==> src/rtl/bsg_counter_period_measure.sv <==
// bsg_counter_period_measure
//
// Receive-side counterpart of the dynamic-limit enabled counter. The far-end
// generator encodes its limit as the period of its overflow strobe; this block
// counts enabled cycles between qualified strobes (en_i & pulse_i) and presents
// each measured period on a v_o/yumi_i output port.
//
// Ports:
//   clk_i      in   1        clock, rising edge
//   reset_n_i  in   1        synchronous active-low reset
//   en_i       in   1        cycle enable shared with the generator
//   pulse_i    in   1        generator overflow strobe, ignored when en_i=0
//   v_o        out  1        measured period is valid
//   data_o     out  width_p  measured period mod 2^width_p
//   long_o     out  1        period exceeded 2^width_p, data_o is aliased
//   yumi_i     in   1        consumer takes the result (only when v_o=1)
//   overrun_o  out  1        sticky: a result was dropped while v_o was held
//   synced_o   out  1        first strobe seen, measurements are live

module bsg_counter_period_measure #(
    parameter int unsigned width_p = 16
) (
    input  logic               clk_i,
    input  logic               reset_n_i,
    input  logic               en_i,
    input  logic               pulse_i,
    output logic               v_o,
    output logic [width_p-1:0] data_o,
    output logic               long_o,
    input  logic               yumi_i,
    output logic               overrun_o,
    output logic               synced_o
);

    typedef enum logic [0:0] {
        eUNSYNC = 1'b0,
        eRUN    = 1'b1
    } state_e;

    state_e             state_r, state_n;
    logic [width_p-1:0] count_r, count_n;
    logic               wrap_r,  wrap_n;
    logic               v_r,     v_n;
    logic [width_p-1:0] data_r,  data_n;
    logic               long_r,  long_n;
    logic               overrun_r, overrun_n;

    logic               qp;
    logic               res_v;
    logic [width_p-1:0] res_data;
    logic               res_long;

    assign qp = en_i & pulse_i;

    // State register and all datapath registers.
    always_ff @(posedge clk_i) begin
        if (!reset_n_i) begin
            state_r   <= eUNSYNC;
            count_r   <= '0;
            wrap_r    <= 1'b0;
            v_r       <= 1'b0;
            data_r    <= '0;
            long_r    <= 1'b0;
            overrun_r <= 1'b0;
        end else begin
            state_r   <= state_n;
            count_r   <= count_n;
            wrap_r    <= wrap_n;
            v_r       <= v_n;
            data_r    <= data_n;
            long_r    <= long_n;
            overrun_r <= overrun_n;
        end
    end

    // Period measurement: next state, counter and the per-strobe result.
    always_comb begin
        state_n  = state_r;
        count_n  = count_r;
        wrap_n   = wrap_r;
        res_v    = 1'b0;
        res_data = '0;
        res_long = 1'b0;

        case (state_r)
            eUNSYNC: begin
                if (qp) begin
                    state_n = eRUN;
                    count_n = '0;
                    wrap_n  = 1'b0;
                end
            end
            eRUN: begin
                if (qp) begin
                    // The strobe cycle itself is part of the period, hence +1.
                    res_v    = 1'b1;
                    res_data = count_r + 1'b1;
                    res_long = wrap_r;
                    count_n  = '0;
                    wrap_n   = 1'b0;
                end else if (en_i) begin
                    count_n = count_r + 1'b1;
                    // Only a roll-over before the strobe marks the period as
                    // longer than 2^width_p; exactly 2^width_p reads back as 0.
                    if (count_r == '1) begin
                        wrap_n = 1'b1;
                    end
                end
            end
            default: begin
                state_n = eUNSYNC;
            end
        endcase
    end

    // Output register: a held result wins over a new one, which is dropped
    // and flagged in the sticky overrun bit.
    always_comb begin
        v_n       = v_r;
        data_n    = data_r;
        long_n    = long_r;
        overrun_n = overrun_r;

        if (res_v) begin
            if (!v_r || yumi_i) begin
                v_n    = 1'b1;
                data_n = res_data;
                long_n = res_long;
            end else begin
                overrun_n = 1'b1;
            end
        end else if (yumi_i) begin
            v_n = 1'b0;
        end
    end

    assign v_o       = v_r;
    assign data_o    = data_r;
    assign long_o    = long_r;
    assign overrun_o = overrun_r;
    assign synced_o  = (state_r == eRUN);

    // Taking a result that is not there is a consumer bug.
    a_yumi_needs_v: assert property (@(posedge clk_i) disable iff (!reset_n_i) yumi_i |-> v_r);

endmodule

==> config.mk <==
export PLATFORM = sky130hd
export DESIGN_NAME = bsg_counter_period_measure
export DESIGN_NICKNAME = d
export VERILOG_FILES = /design/src/rtl/bsg_counter_period_measure.sv
export SDC_FILE = /design/constraint.sdc
export NUM_CORES = 1
export LEC_CHECK = 0
export CELL_PAD_IN_SITES_DETAIL_PLACEMENT = 1
export CELL_PAD_IN_SITES_GLOBAL_PLACEMENT = 2
export CORE_ASPECT_RATIO = 1.1
export CORE_MARGIN = 4
export CORE_UTILIZATION = 30
export CTS_BUF_LIST = sky130_fd_sc_hd__clkbuf_2
export CTS_CLUSTER_DIAMETER = 60
export DETAILED_ROUTE_END_ITERATION = 6
export GPL_ROUTABILITY_DRIVEN = 0
export GPL_TIMING_DRIVEN = 0
export MAX_ROUTING_LAYER = met4
export PLACE_DENSITY_LB_ADDON = 0.1
export SLEW_MARGIN = 40
export SYNTH_ARGS = -nofsm -noshare
export SYNTH_HDL_FRONTEND = slang
export SYNTH_SLANG_ARGS = --single-unit
==> constraint.sdc <==
create_clock -name clk_i -period 4.6 [get_ports clk_i]
set_input_delay 0.46 -clock clk_i [delete_from_list [all_inputs] [get_ports clk_i]]
set_output_delay 0.46 -clock clk_i [all_outputs]
set_load 0.1 [all_outputs]
==> key figures <==
Status
  • Status: completed

STA
  • Worst Max-Slew Pin Slew: 0.616 ns
  • Max Freq: 484 MHz
  • Setup ws final: 2.53 ns
  • Max-slew violation count: 0
  • Skew final: 0.0129 ns
  • Hold_ws: 0.483 ns
  • Crit share post-route: 44.9%
  • Hold Fails Final Rpt: 0
  • Headroom to the max-slew limit: 58.6%
  • Min Tclk post-route: 2.07 ns
  • Setup violations, final: 0
  • Setup TNS: 0 ns
  • RSZ-0062 raised after global routing: false

Yosys
  • Ys async rst share: 0%
  • EDFF count, synth: 0
  • Distinct cells, synth: 41
  • Mux share of post-synthesis cell area: 0.568%
  • Synth Area in Compound Gates: 24.0%
  • Top FF cell, synth: dfxtp_1
  • Avg Synthesized Cell Area: 8.52 µm²
  • Post-Synth Simple-Gate Area: 22.2%
  • Post-Synthesis Cells: 207
  • Adder-Cell Fraction of Synth Area: 0.710%
  • YS warnings: 0
  • #FFs+latches synth: 37
  • Largest family of logic cells by synthesized area: compound AO/OA/AOI/OAI gates
  • Post-Syn Area: 1760 µm²
  • XOR/XNOR share of the synthesized area: 6.46%
  • Register area share after synthesis: 42.0%
  • Syn_nets: 213

GRT
  • First-pass GRT wire length: 8340 µm
  • GR Overflow Total: 0
  • Gr usage total: 15.8%
  • Vias in the first global route: 1,698
  • Antenna violations before repair: 0
  • Largest net degree at the start of global routing: 11

Route
  • First-pass DRT Iterations: 4
  • Detailed Route Iter0 Violations: 79
  • DRC Markers: 0
  • DR WL/cell: 15.7 µm
  • Via-to-Cell Ratio: 5.11
  • DRT antenna net count: 0
  • Detailed Route WL: 4920 µm
  • Vias: 1,603

CTS
  • H-tree Lvls: 2
  • Clk Latency, worst-skew pair: 0.39 ns
  • Clock Pin Slew Worst Setup and Hold Paths: 0.18 ns
  • Clock tree buffer depth: 2
  • CTS sink count: 37
  • CTS tree: built
  • Num CTS Buffers: 5
  • Cts repair resizes: 0
  • CTS Hold Bufs: 0
  • CTS root buf: clkbuf_2
  • Post-CTS Setup Inserts: 0

Power
  • Logic pwr share: 13.6%
  • Pwr Density: 270 nW/µm²
  • Switching share of power: 31.2%
  • Internal power: 0.376 mW
  • Clock Power Share: 26.1%
  • LEAKAGE: 0.763 nW
  • Max VDD drop: 0.000119 V
  • Sequential power share: 60.2%
  • Net Switching: 0.170 mW

Finish
  • Synthesis-to-layout area growth: 14.8%
  • Fraction of layout cells with a size suffix above 1: 13.5%
  • Final Net Count: 243
  • Core Util, Final: 35.3%
  • Ant diodes: 0

Worst setup path
  • Crit path max fanout: 8
  • Crit start category: register
  • Setup CP Type: reg2reg
  • Crit path capture type: register
  • Req. time, crit path: 4.92 ns
  • Arrival time worst endpoint: 2.39 ns

Placed design
  • Post-place setup slack: 2.25 ns
  • Port-buffer cells: 23
  • Dpl hpwl: 3580 µm

Die
  • Height of the chip: 88.4 µm
  • Die Area: 7170 µm²
  • Core Box Area: 5730 µm²
  • Chip Width: 81.1 µm
  • Ports: 25
  • Cell row count: 29
  • Initial Util: 30.8%

Worst hold path
  • HP Class: reg2reg

Run
  • Max-cap violations: 0
-- final timing paths --
| check | startpoint | endpoint | slack [ns] | cells after the start |
|---|---|---|---|---|
| worst max-delay path | count_r[0] | data_o[14] | 2.53 | 5 |
| worst min-delay path | overrun_o | overrun_o | 0.48 | 1 |
| worst max register to register | count_r[0] | data_o[14] | 2.53 | 5 |
| worst min register to register | overrun_o | overrun_o | 0.48 | 1 |
-- power groups by stage --
stage / Sequential (mW) / Clock (mW) / Combinational, mW
after global routing: 0.330 / 0.164 / 0.0794
after CTS: 0.329 / 0.151 / 0.0752
after detailed placement: 0.336 / 0 / 0.0749
after floorplan: 0.373 / 0 / 0.0199
final: 0.329 / 0.143 / 0.0745
after global placement: 0.336 / 0 / 0.0793
-- worst max-delay path, stage by stage, from the launching register on --
cell and delay [ns]:
dfxtp_1 0.49, ha_1 0.31, nand3_1 0.19, or4_4 0.49
or3_1 0.36, a31oi_1 0.17
-- routing by layer --
layer,GRT usage [%],vias up,part of all wire [%]
li1,-,807,-
met1,19.7,767,48
met2,24.6,18,47
met3,3.46,11,2.7
met4,6.45,0,1.8
met5,-,-,0
-- cell type report --
cell class	instances	area [µm²]
buffer	16	63.8
clock inverter	1	3.75
multi-input combinational	152	951
clock buffer	6	30.0
sequential	37	741
tap	77	96.3
timing repair buffer	23	130
fill	727	3710
inverter	2	7.51
-- synthesized netlist by cell type, types with 4 or more instances --
| library cell | n | area (µm²) |
|---|---|---|
| a21boi_0 | 8 | 60.1 |
| a21oi_1 | 18 | 90.1 |
| a31oi_1 | 8 | 50.1 |
| and2_1 | 5 | 31.3 |
| clkbuf_1 | 12 | 45.0 |
| dfxtp_1 | 37 | 741 |
| nand2_1 | 20 | 75.1 |
| nand2b_1 | 4 | 25.0 |
| nand3_1 | 6 | 30.0 |
| nand4_1 | 4 | 25.0 |
| nor4_1 | 5 | 31.3 |
| o21ai_0 | 22 | 110 |
| or3_1 | 6 | 37.5 |
| xnor2_1 | 7 | 61.3 |
| xor2_1 | 6 | 52.6 |
-- per-stage QoR --
step	area (µm²)	power (mW)	cells
final	2020	0.546	314
after global routing	2020	0.574	314
after CTS	2020	0.556	314
after detailed placement	1990	0.411	307
after global placement	2090	0.415	307
after floorplan	1760	0.393	207
-- sequential cells by signal, summed over array words and instances (netlist names) --
| signal | count |
|---|---|
| long_o | 1 |
| count_r | 16 |
| overrun_o | 1 |
| wrap_r | 1 |
| v_o | 1 |
| synced_o | 1 |
| data_o | 16 |
-- layout by cell type, fill, tap and decap left out, types with 5 or more instances in the layout --
master     n
xor2_1     6
nand3_1    6
a21boi_0   8
xnor2_1    7
nor4_1     5
a31oi_1    8
clkbuf_2   6
nand2_1   20
dfxtp_1   37
and2_1     5
buf_2     23
clkbuf_1  12
o21ai_0   22
a21oi_1   18
or3_1      6
-- kinds of logic after synthesis --
kind of cell	Yosys count
simple gates	68
mux	1
xor+xnor	13
flops	37
fa+ha+maj	1
compound gates	69
buf+inv	18
Note: power is estimated with default switching activity, not from simulation.
